$ cat src/rtl/pulse_stretch_queue_pkg.sv
`default_nettype none
// ============================================================================
//  Module      : pulse_stretch_queue_pkg
//  Description : Shared definitions for pulse_stretch_queue: FSM state
//                encodings, the state enum built on them, and constant
//                helper functions used to size the phase counter.
//  Revision    : 1.0 - initial release
// ============================================================================
package pulse_stretch_queue_pkg;

  // FSM state encodings
  localparam logic [1:0] IDLE = 2'd0;  // no pulse in flight
  localparam logic [1:0] HIGH = 2'd1;  // o_pulse driven high
  localparam logic [1:0] LOW  = 2'd2;  // mandatory low gap after a pulse

  typedef enum logic [1:0] {
    ST_IDLE = IDLE,
    ST_HIGH = HIGH,
    ST_LOW  = LOW
  } state_t;

  // Ceiling log2 for elaboration-time sizing. The result is never below 1,
  // so a counter declared with it always has at least one bit.
  function automatic int CLOG2(input int value);
    int result;
    result = 1;
    for (int i = 1; i < 31; i++) begin
      if ((1 << i) < value) begin
        result = i + 1;
      end
    end
    return result;
  endfunction

  function automatic int MAX2(input int a, input int b);
    return (a > b) ? a : b;
  endfunction

endpackage : pulse_stretch_queue_pkg
`default_nettype wire

$ cat src/rtl/pulse_stretch_queue.sv
`default_nettype none
// ============================================================================
//  Module      : pulse_stretch_queue
//  Description : Source-domain pulse stretcher. Each single-cycle i_event
//                becomes one o_pulse that is HOLD cycles high followed by at
//                least GAP cycles low, so a slower destination synchroniser
//                can catch it. Events arriving while a pulse is in flight are
//                counted and replayed in order; once the backlog counter is
//                full, further events are dropped and o_overflow is set.
//  Revision    : 1.0 - initial release
//
//  Ports
//    i_clk        in   1      source-domain clock
//    rst          in   1      asynchronous reset, active low
//    i_event      in   1      event strobe, every high cycle is one event
//    i_clear_ovf  in   1      clears o_overflow (a coincident drop wins)
//    o_pulse      out  1      stretched pulse level, direct flop output
//    o_busy       out  1      high while a pulse or its gap is in progress
//    o_pending    out  CNT_W  events accepted but not yet launched
//    o_overflow   out  1      sticky: at least one event was lost
// ============================================================================
module pulse_stretch_queue
  import pulse_stretch_queue_pkg::*;
#(
  parameter int HOLD  = 4,
  parameter int GAP   = 4,
  parameter int CNT_W = 4
) (
  input  logic             i_clk,
  input  logic             rst,
  input  logic             i_event,
  input  logic             i_clear_ovf,
  output logic             o_pulse,
  output logic             o_busy,
  output logic [CNT_W-1:0] o_pending,
  output logic             o_overflow
);

  localparam int PH_W = CLOG2(MAX2(HOLD, GAP) + 1);

  // Phase counter counts down to zero; zero marks the last cycle of a phase.
  localparam logic [PH_W-1:0]  c_HOLD_LAST = PH_W'(HOLD - 1);
  localparam logic [PH_W-1:0]  c_GAP_LAST  = PH_W'(GAP - 1);
  localparam logic [CNT_W-1:0] c_PEND_MAX  = '1;

  state_t           r_state;
  logic [PH_W-1:0]  r_phase;
  logic [CNT_W-1:0] r_pending;
  logic             r_pulse;
  logic             r_busy;
  logic             r_overflow;

  logic w_idle;
  logic w_low_done;
  logic w_pend_nz;
  logic w_relaunch;
  logic w_evt_launches;
  logic w_inc;
  logic w_dec;
  logic w_full;
  logic w_drop;

  assign w_idle     = (r_state == ST_IDLE);
  assign w_low_done = (r_state == ST_LOW) && (r_phase == '0);
  assign w_pend_nz  = (r_pending != '0);

  // End of the gap: launch again if there is backlog, or if a fresh event
  // arrives exactly in this last low cycle.
  assign w_relaunch = w_low_done && (w_pend_nz || i_event);

  // The incoming event itself starts the pulse only from IDLE, or at the end
  // of a gap with an empty backlog; otherwise it must be queued.
  assign w_evt_launches = i_event && (w_idle || (w_low_done && !w_pend_nz));

  assign w_inc  = i_event && !w_evt_launches;
  assign w_dec  = w_low_done && w_pend_nz;
  assign w_full = (r_pending == c_PEND_MAX);

  // A queued event coinciding with a backlog launch frees its own slot, so
  // it is only lost when the counter is full and nothing leaves this cycle.
  assign w_drop = w_inc && !w_dec && w_full;

  always_ff @(posedge i_clk or negedge rst) begin
    if (!rst) begin
      r_state    <= ST_IDLE;
      r_phase    <= '0;
      r_pending  <= '0;
      r_pulse    <= 1'b0;
      r_busy     <= 1'b0;
      r_overflow <= 1'b0;
    end else begin
      // Pulse/gap sequencer
      case (r_state)
        ST_IDLE: begin
          if (i_event) begin
            r_state <= ST_HIGH;
            r_phase <= c_HOLD_LAST;
            r_pulse <= 1'b1;
            r_busy  <= 1'b1;
          end
        end
        ST_HIGH: begin
          if (r_phase == '0) begin
            r_state <= ST_LOW;
            r_phase <= c_GAP_LAST;
            r_pulse <= 1'b0;
          end else begin
            r_phase <= r_phase - PH_W'(1);
          end
        end
        ST_LOW: begin
          if (r_phase == '0) begin
            if (w_relaunch) begin
              r_state <= ST_HIGH;
              r_phase <= c_HOLD_LAST;
              r_pulse <= 1'b1;
            end else begin
              r_state <= ST_IDLE;
              r_busy  <= 1'b0;
            end
          end else begin
            r_phase <= r_phase - PH_W'(1);
          end
        end
        default: begin
          r_state <= ST_IDLE;
          r_phase <= '0;
          r_pulse <= 1'b0;
          r_busy  <= 1'b0;
        end
      endcase

      // Saturating backlog counter; a simultaneous increment and decrement
      // leaves it unchanged.
      if (w_inc && !w_dec && !w_full) begin
        r_pending <= r_pending + CNT_W'(1);
      end else if (w_dec && !w_inc) begin
        r_pending <= r_pending - CNT_W'(1);
      end

      // Sticky loss flag; a drop in the same cycle as a clear keeps it set.
      if (w_drop) begin
        r_overflow <= 1'b1;
      end else if (i_clear_ovf) begin
        r_overflow <= 1'b0;
      end
    end
  end

  assign o_pulse    = r_pulse;
  assign o_busy     = r_busy;
  assign o_pending  = r_pending;
  assign o_overflow = r_overflow;

endmodule : pulse_stretch_queue
`default_nettype wire
$ cat config.mk
export PLATFORM = sky130hd
export DESIGN_NAME = pulse_stretch_queue
export DESIGN_NICKNAME = d
export VERILOG_FILES = /design/src/rtl/pulse_stretch_queue_pkg.sv /design/src/rtl/pulse_stretch_queue.sv
export SDC_FILE = /design/constraint.sdc
export NUM_CORES = 1
export LEC_CHECK = 0
export BUFFER_PORTS_ARGS = -buffer_cell sky130_fd_sc_hd__buf_2
export CAP_MARGIN = 20
export CORE_MARGIN = 1
export CORE_UTILIZATION = 59
export DETAILED_ROUTE_END_ITERATION = 7
export GPL_ROUTABILITY_DRIVEN = 0
export HOLD_SLACK_MARGIN = 0.02
export PLACE_DENSITY = 0.8
export SYNTH_ARGS = -nofsm -noshare
export SYNTH_HDL_FRONTEND = slang
export SYNTH_SLANG_ARGS = --single-unit
$ cat constraint.sdc
create_clock -name i_clk -period 5.75 [get_ports i_clk]
set_clock_uncertainty 0.2 [all_clocks]
set_input_delay 0.2875 -clock i_clk [delete_from_list [all_inputs] [get_ports i_clk]]
set_output_delay 0.2875 -clock i_clk [all_outputs]
set_load 0.02 [all_outputs]
==> results of run 1 <==
-- path summary, 6_finish.rpt --
kind	start	end	slack (ns)	depth (start not counted)
min in group asynchronous	rst	o_pulse	0.21	2
max reg2reg	r_state[0]	o_pending[3]	2.98	9
max	r_state[0]	o_pending[3]	2.98	9
max in group asynchronous	rst	r_phase[1]	4.92	2
min	i_event	r_phase[0]	0.20	3
min reg2reg	o_busy	o_busy	0.29	1
-- logic make-up (layout without fill, tap and decap cells) --
| logic type | after synthesis | after routing | synth area share |
|---|---|---|---|
| xor+xnor | 3 | 3 | 0.0319 |
| mux | 6 | 6 | 0.0851 |
| flops | 12 | 12 | 0.365 |
| fa+ha+maj | 9 | 9 | 0.146 |
| buf+inv | 10 | 25 | 0.0502 |
| compound gates | 22 | 22 | 0.163 |
| simple gates | 19 | 19 | 0.160 |
-- synth_stat cells --
| cell type | instances |
|---|---|
| dfrtp_1 | 12 |
| a21oi_1 | 10 |
| inv_1 | 9 |
| ha_1 | 8 |
| nor2_1 | 4 |
| o21ai_0 | 4 |
| mux2_1 | 3 |
| nand2b_1 | 3 |
| nand3_1 | 3 |
| xor2_1 | 3 |
| a21o_1 | 2 |
| nand2_1 | 2 |
| a21oi_2 | 1 |
| a221oi_1 | 1 |
| a32o_1 | 1 |
| and2b_1 | 1 |
| buf_4 | 1 |
| fa_1 | 1 |
| mux2_2 | 1 |
| mux2_4 | 1 |
| mux2i_1 | 1 |
| nand3b_1 | 1 |
| nand3b_4 | 1 |
| nand4_1 | 1 |
| nor2b_1 | 1 |
| nor4_4 | 1 |
| o21ai_1 | 1 |
| o22ai_1 | 1 |
| o32a_1 | 1 |
| or3_1 | 1 |
-- registers in the layout, summed over array words and instances, names as in the netlist --
| name | count |
|---|---|
| o_pending | 4 |
| r_phase | 3 |
| r_state | 2 |
| o_busy | 1 |
| o_overflow | 1 |
| o_pulse | 1 |
-- metrics by stage --
| step | total power [W] | util | setup WS, ns |
|---|---|---|---|
| 3_5_place_dp | 0.000550 | 0.680 | 3.09 |
| 3_3_place_gp | 0.000530 | 0.680 | 3.28 |
| 2_1_floorplan | 0.000462 | - | 3.40 |
| 6_report | 0.000627 | 0.723 | 2.98 |
| 4_1_cts | 0.000625 | 0.723 | 3.02 |
| 5_1_grt | 0.000680 | 0.723 | 2.83 |
-- critical path: cells and delay by family (launching register included) --
family / cells / cell delay (ns)
AOI/OAI and AO/OA: 2 / 0.34
xor gates and xnor gates: 1 / 0.19
adders and majority gates: 2 / 0.62
buffers and inverters: 1 / 0.08
DFF: 1 / 0.39
muxes: 1 / 0.26
and+or+nand+nor: 2 / 0.61
-- metal layers --
metal	wire, µm	share of wire	global-route usage
met1	765	0.47	0.289
met2	764	0.47	0.421
met3	105	0.064	0.0966
met5	0	0	0
met4	7	0.0043	0.0345
-- power breakdown --
group / switching, W / internal, W / total (W) / leakage (nW)
sequential: 0.0000509 / 0.000128 / 0.000179 / 0.144
combinational: 0.000216 / 0.000167 / 0.000383 / 0.309
clock: 0.0000267 / 0.0000385 / 0.0000652 / 0.0210
total: 0.000294 / 0.000333 / 0.000627 / 0.474
-- layout make-up --
cell class                 count  area (µm²)  share of cell area
multi-input combinational     59         482               0.512
sequential                    12         300               0.319
tap                           15        18.8              0.0199
timing repair buffer          12        70.1              0.0745
clock buffer                   4        36.3              0.0386
inverter                       9        33.8              0.0359
==> impl_metrics.json, run 1 <==
{
  "synth_seq_cells": 12,
  "outcome": "finished, final reports clean",
  "area_delta_synth_final_pct": 14.3,
  "postCtsSetupRepairBufs": 0,
  "synth_top_area_frac": 0.365,
  "syn_inst": 81,
  "finalSetupViolations": 0,
  "ctsResizeCount": 0,
  "fillers": 99,
  "worstPathCellList": "inv_1, ha_1, nor2b_1, nand3_1, ha_1, a21o_1, a21oi_1, mux2i_1, xor2_1",
  "setup.worst_path.start_class": "register",
  "cp_common_cell": "ha_1",
  "path_clk_slew_ns": 0.07,
  "grt_pass1_vias": 597,
  "ctsHoldBuffers": 2,
  "power_leakage_nw": 0.474,
  "slew_viol_final": 0,
  "cp-end-kind": "register",
  "arrival_ns": 2.75,
  "peakVddDrop_mv": 0.353,
  "start_util": 0.633,
  "synth_largest_area_cell": "dfrtp_1",
  "design_area_um2": 941,
  "synth_cell_types": 30,
  "io_buffer_count": 10,
  "worst_pin_slew_ns": 0.350,
  "crit_type": "register to register",
  "ioPinCount": 11,
  "drt_wl_total_mm": 1.64,
  "crit_fanout": 6,
  "final_cell_mix": "12 x dfrtp_1, 10 x a21oi_1, 10 x buf_2, 9 x inv_1, 8 x ha_1",
  "nNetsFinal": 110,
  "drtIter0Drc": 12,
  "fin_crit_ns": 2.77,
  "worstPathRequired_ns": 5.74,
  "drc": 0,
  "netlist_area_um2": 823,
  "grt_max_degree": 13,
  "syn_nets": 94,
  "cts_made_buffers": 3,
  "routed_via_density": 5.76,
  "final_common_cell": "dfrtp_1",
  "cap_violations": 0,
  "cts_max_path_buffers": 2,
  "fmax_ghz": 0.361,
  "dp_hpwl_mm": 1.20,
  "antenna_found_initial": 0,
  "wl_per_cell_um": 14.8,
  "grt.total_usage": 0.244,
  "fin_crit_sh": 0.482,
  "drive_gt1_frac": 0.198,
  "place_inst": 105,
  "rows": 13,
  "finalHoldViolCount": 0,
  "htree_levels": 1,
  "hp-class": "input pin to register",
  "clkLatencyLatePin_ns": 0.27,
  "die_w_um": 39.4,
  "dr.pass1.iters": 4,
  "rsz0062_at_grt": "no",
  "instances_no_fill": 111,
  "grt_pass1_wl_mm": 2.48,
  "seq_area_frac_synth": 0.365,
  "critPathMaxStageDelay_ns": 0.39,
  "power.density_nw_per_um2": 666,
  "cts_root_buffer": "clkbuf_4",
  "tritoncts": "done",
  "relSlewSlack": 0.766,
  "ant_nets": 0,
  "avgSynthCellArea_um2": 10.2,
  "via_count": 639,
  "dpl_cell_area_um2": 885,
  "die_area_um2": 1550,
  "cts_sinks": 12,
  "synth_area_leaders": "dfrtp_1 36%, ha_1 12%, a21oi_1 6.1%",
  "grt.overflow.total": 0,
  "die_h_um": 39.4,
  "yosys_warnings": 0,
  "diodes": 0,
  "hold_slack_ns": 0.202,
  "slowest_stage": "dfrtp_1",
  "tns_ns": 0,
  "core_area_um2": 1300
}
Note: power is estimated with default switching activity, not from simulation.
==> run 2, diff against run 1 <==
--- a/config.mk
+++ b/config.mk
@@ -8,11 +8,11 @@
 export BUFFER_PORTS_ARGS = -buffer_cell sky130_fd_sc_hd__buf_2
 export CAP_MARGIN = 20
 export CORE_MARGIN = 1
-export CORE_UTILIZATION = 59
+export CORE_UTILIZATION = 55
 export DETAILED_ROUTE_END_ITERATION = 7
 export GPL_ROUTABILITY_DRIVEN = 0
 export HOLD_SLACK_MARGIN = 0.02
-export PLACE_DENSITY = 0.8
+export PLACE_DENSITY = 0.76
 export SYNTH_ARGS = -nofsm -noshare
 export SYNTH_HDL_FRONTEND = slang
 export SYNTH_SLANG_ARGS = --single-unit
==> constraint.sdc (replaced) <==
create_clock -name i_clk -period 2.7 [get_ports i_clk]
set_clock_uncertainty 0.2 [all_clocks]
set_input_delay 0.135 -clock i_clk [delete_from_list [all_inputs] [get_ports i_clk]]
set_output_delay 0.135 -clock i_clk [all_outputs]
set_load 0.02 [all_outputs]
==> run 2 against run 1 <==
  * Fmax is 13% higher
  * Cell count did not move
  * Sequential share of layout area is 0.25 points lower
  * Largest power group unchanged
  * Clock-buffer cell count is the same
==> impl_metrics.json, run 2 (synthesized netlist as in run 1, its figures left out) <==
{
  "outcome": "finished, final reports clean",
  "drtIter0Drc": 5,
  "crit_type": "register to register",
  "fin_crit_sh": 0.907,
  "final_core_utilization": 0.703,
  "cts_root_buffer": "clkbuf_4",
  "grt.total_usage": 0.210,
  "drc": 0,
  "tns_ns": 0,
  "start_util": 0.610,
  "grt_pass1_wl_mm": 2.19,
  "multi_input_area_um2": 489,
  "register_area_um2": 300,
  "grt.overflow.total": 0,
  "cts_max_path_buffers": 2,
  "worstPathCellList": "inv_1, ha_1, nor2b_2, nand3_2, ha_1, a21o_1, a21oi_1, mux2i_1, xor2_1",
  "power.density_nw_per_um2": 1390,
  "antenna_found_initial": 0,
  "die_area_um2": 1660,
  "drt_wl_total_mm": 1.46,
  "fmax_ghz": 0.408,
  "finalSetupViolations": 0,
  "grt_pass1_vias": 538,
  "cp-end-kind": "register",
  "routed_via_density": 5.49,
  "wl_per_cell_um": 13.2,
  "hp-class": "input pin to register",
  "crit_fanout": 6,
  "postCtsSetupRepairBufs": 0,
  "peakVddDrop_mv": 0.654,
  "finalHoldViolCount": 0,
  "dr.pass1.iters": 4,
  "htree_levels": 1,
  "fin_crit_ns": 2.45,
  "relSlewSlack": 0.783,
  "final_common_cell": "dfrtp_1",
  "setup.worst_path.start_class": "register",
  "dp_hpwl_mm": 1.12,
  "critical_path.top_delay_family": "adder cells",
  "power_w": 0.00132,
  "cts_sinks": 12,
  "cp_num_buf_inv": 1,
  "rsz0062_at_grt": "no",
  "core_area_um2": 1350,
  "arrival_ns": 2.46,
  "critPathMaxStageDelay_ns": 0.40,
  "slowest_stage": "dfrtp_1",
  "cap_violations": 0,
  "final_cell_mix": "12 x dfrtp_1, 10 x a21oi_1, 10 x buf_2, 9 x inv_1, 8 x ha_1",
  "tritoncts": "done",
  "io_buffer_count": 10,
  "nNetsFinal": 110,
  "die_w_um": 40.7,
  "cts_made_buffers": 3,
  "clkLatencyLatePin_ns": 0.28,
  "grt_max_degree": 13,
  "worstPathRequired_ns": 2.71,
  "largest_register_ffs": 4,
  "worst_pin_slew_ns": 0.324,
  "area_delta_synth_final_pct": 15.2,
  "rows": 13,
  "cp_common_cell": "ha_1",
  "path_clk_slew_ns": 0.08,
  "via_count": 609,
  "die_h_um": 40.7,
  "ant_nets": 0,
  "diodes": 0,
  "power_leakage_nw": 0.477,
  "ioPinCount": 11,
  "fillers": 102,
  "slew_viol_final": 0,
  "drive_gt1_frac": 0.219
}
[run 2: cell counts in the layout (fill, tap and decap cells not counted)]
No cell type changed its count.
[run 2: tightest hold or removal path, stage by stage]
cell	delay, ns
buf_2	0.11
a21oi_2	0.05
mux2_1	0.19
[run 2: layer usage]
metal,share of wire,track usage
met3,0.023,0.0543
met2,0.44,0.310
met1,0.52,0.267
met4,0.016,0.142
met5,0,0
[run 2: through the flow]
step / instances / instance area, µm² / worst slack, ns / hold slack, ns
after detailed placement: 105 / 885 / 0.0636 / -0.170
after global routing: 111 / 948 / 0.0456 / 0.0334
after global placement: 105 / 885 / 0.227 / -0.171
after CTS: 111 / 941 / 0.0470 / 0.0293
after floorplan: 81 / 823 / 0.351 / -0.361
final: 111 / 948 / 0.251 / 0.0396
[run 2: final timing paths]
path | cells past startpoint | end | slack [ns] | from
hold / removal | 3 | r_phase[1] | 0.04 | i_event
setup / recovery | 9 | o_pending[3] | 0.25 | r_state[0]
setup reg to reg | 9 | o_pending[3] | 0.25 | r_state[0]
hold reg to reg | 1 | o_busy | 0.28 | o_busy
max in group asynchronous | 2 | r_state[1] | 2.02 | rst
min in group asynchronous | 2 | o_overflow | 0.06 | rst
[run 2: report_power, final]
| part | internal, W | leakage [nW] | switching (W) |
|---|---|---|---|
| Sequential | 0.000272 | 0.144 | 0.000100 |
| Combinational | 0.000357 | 0.312 | 0.000441 |
| Clock | 0.0000821 | 0.0210 | 0.0000631 |
| Total | 0.000712 | 0.477 | 0.000604 |
[run 2: layout make-up]
type / count / share of cell area
sequential: 12 / 0.317
multi-input combinational: 59 / 0.516
inverter: 9 / 0.0356
clock buffer: 4 / 0.0383
tap: 15 / 0.0198
timing repair buffer: 12 / 0.0739
[run 2: repair_timing]
action                                  in CTS  in global routing
hold endpoints to repair                    13                  0
resized for setup                            0                  2
hold buffers                                 2                  0
endpoints found under the setup margin       0                  2
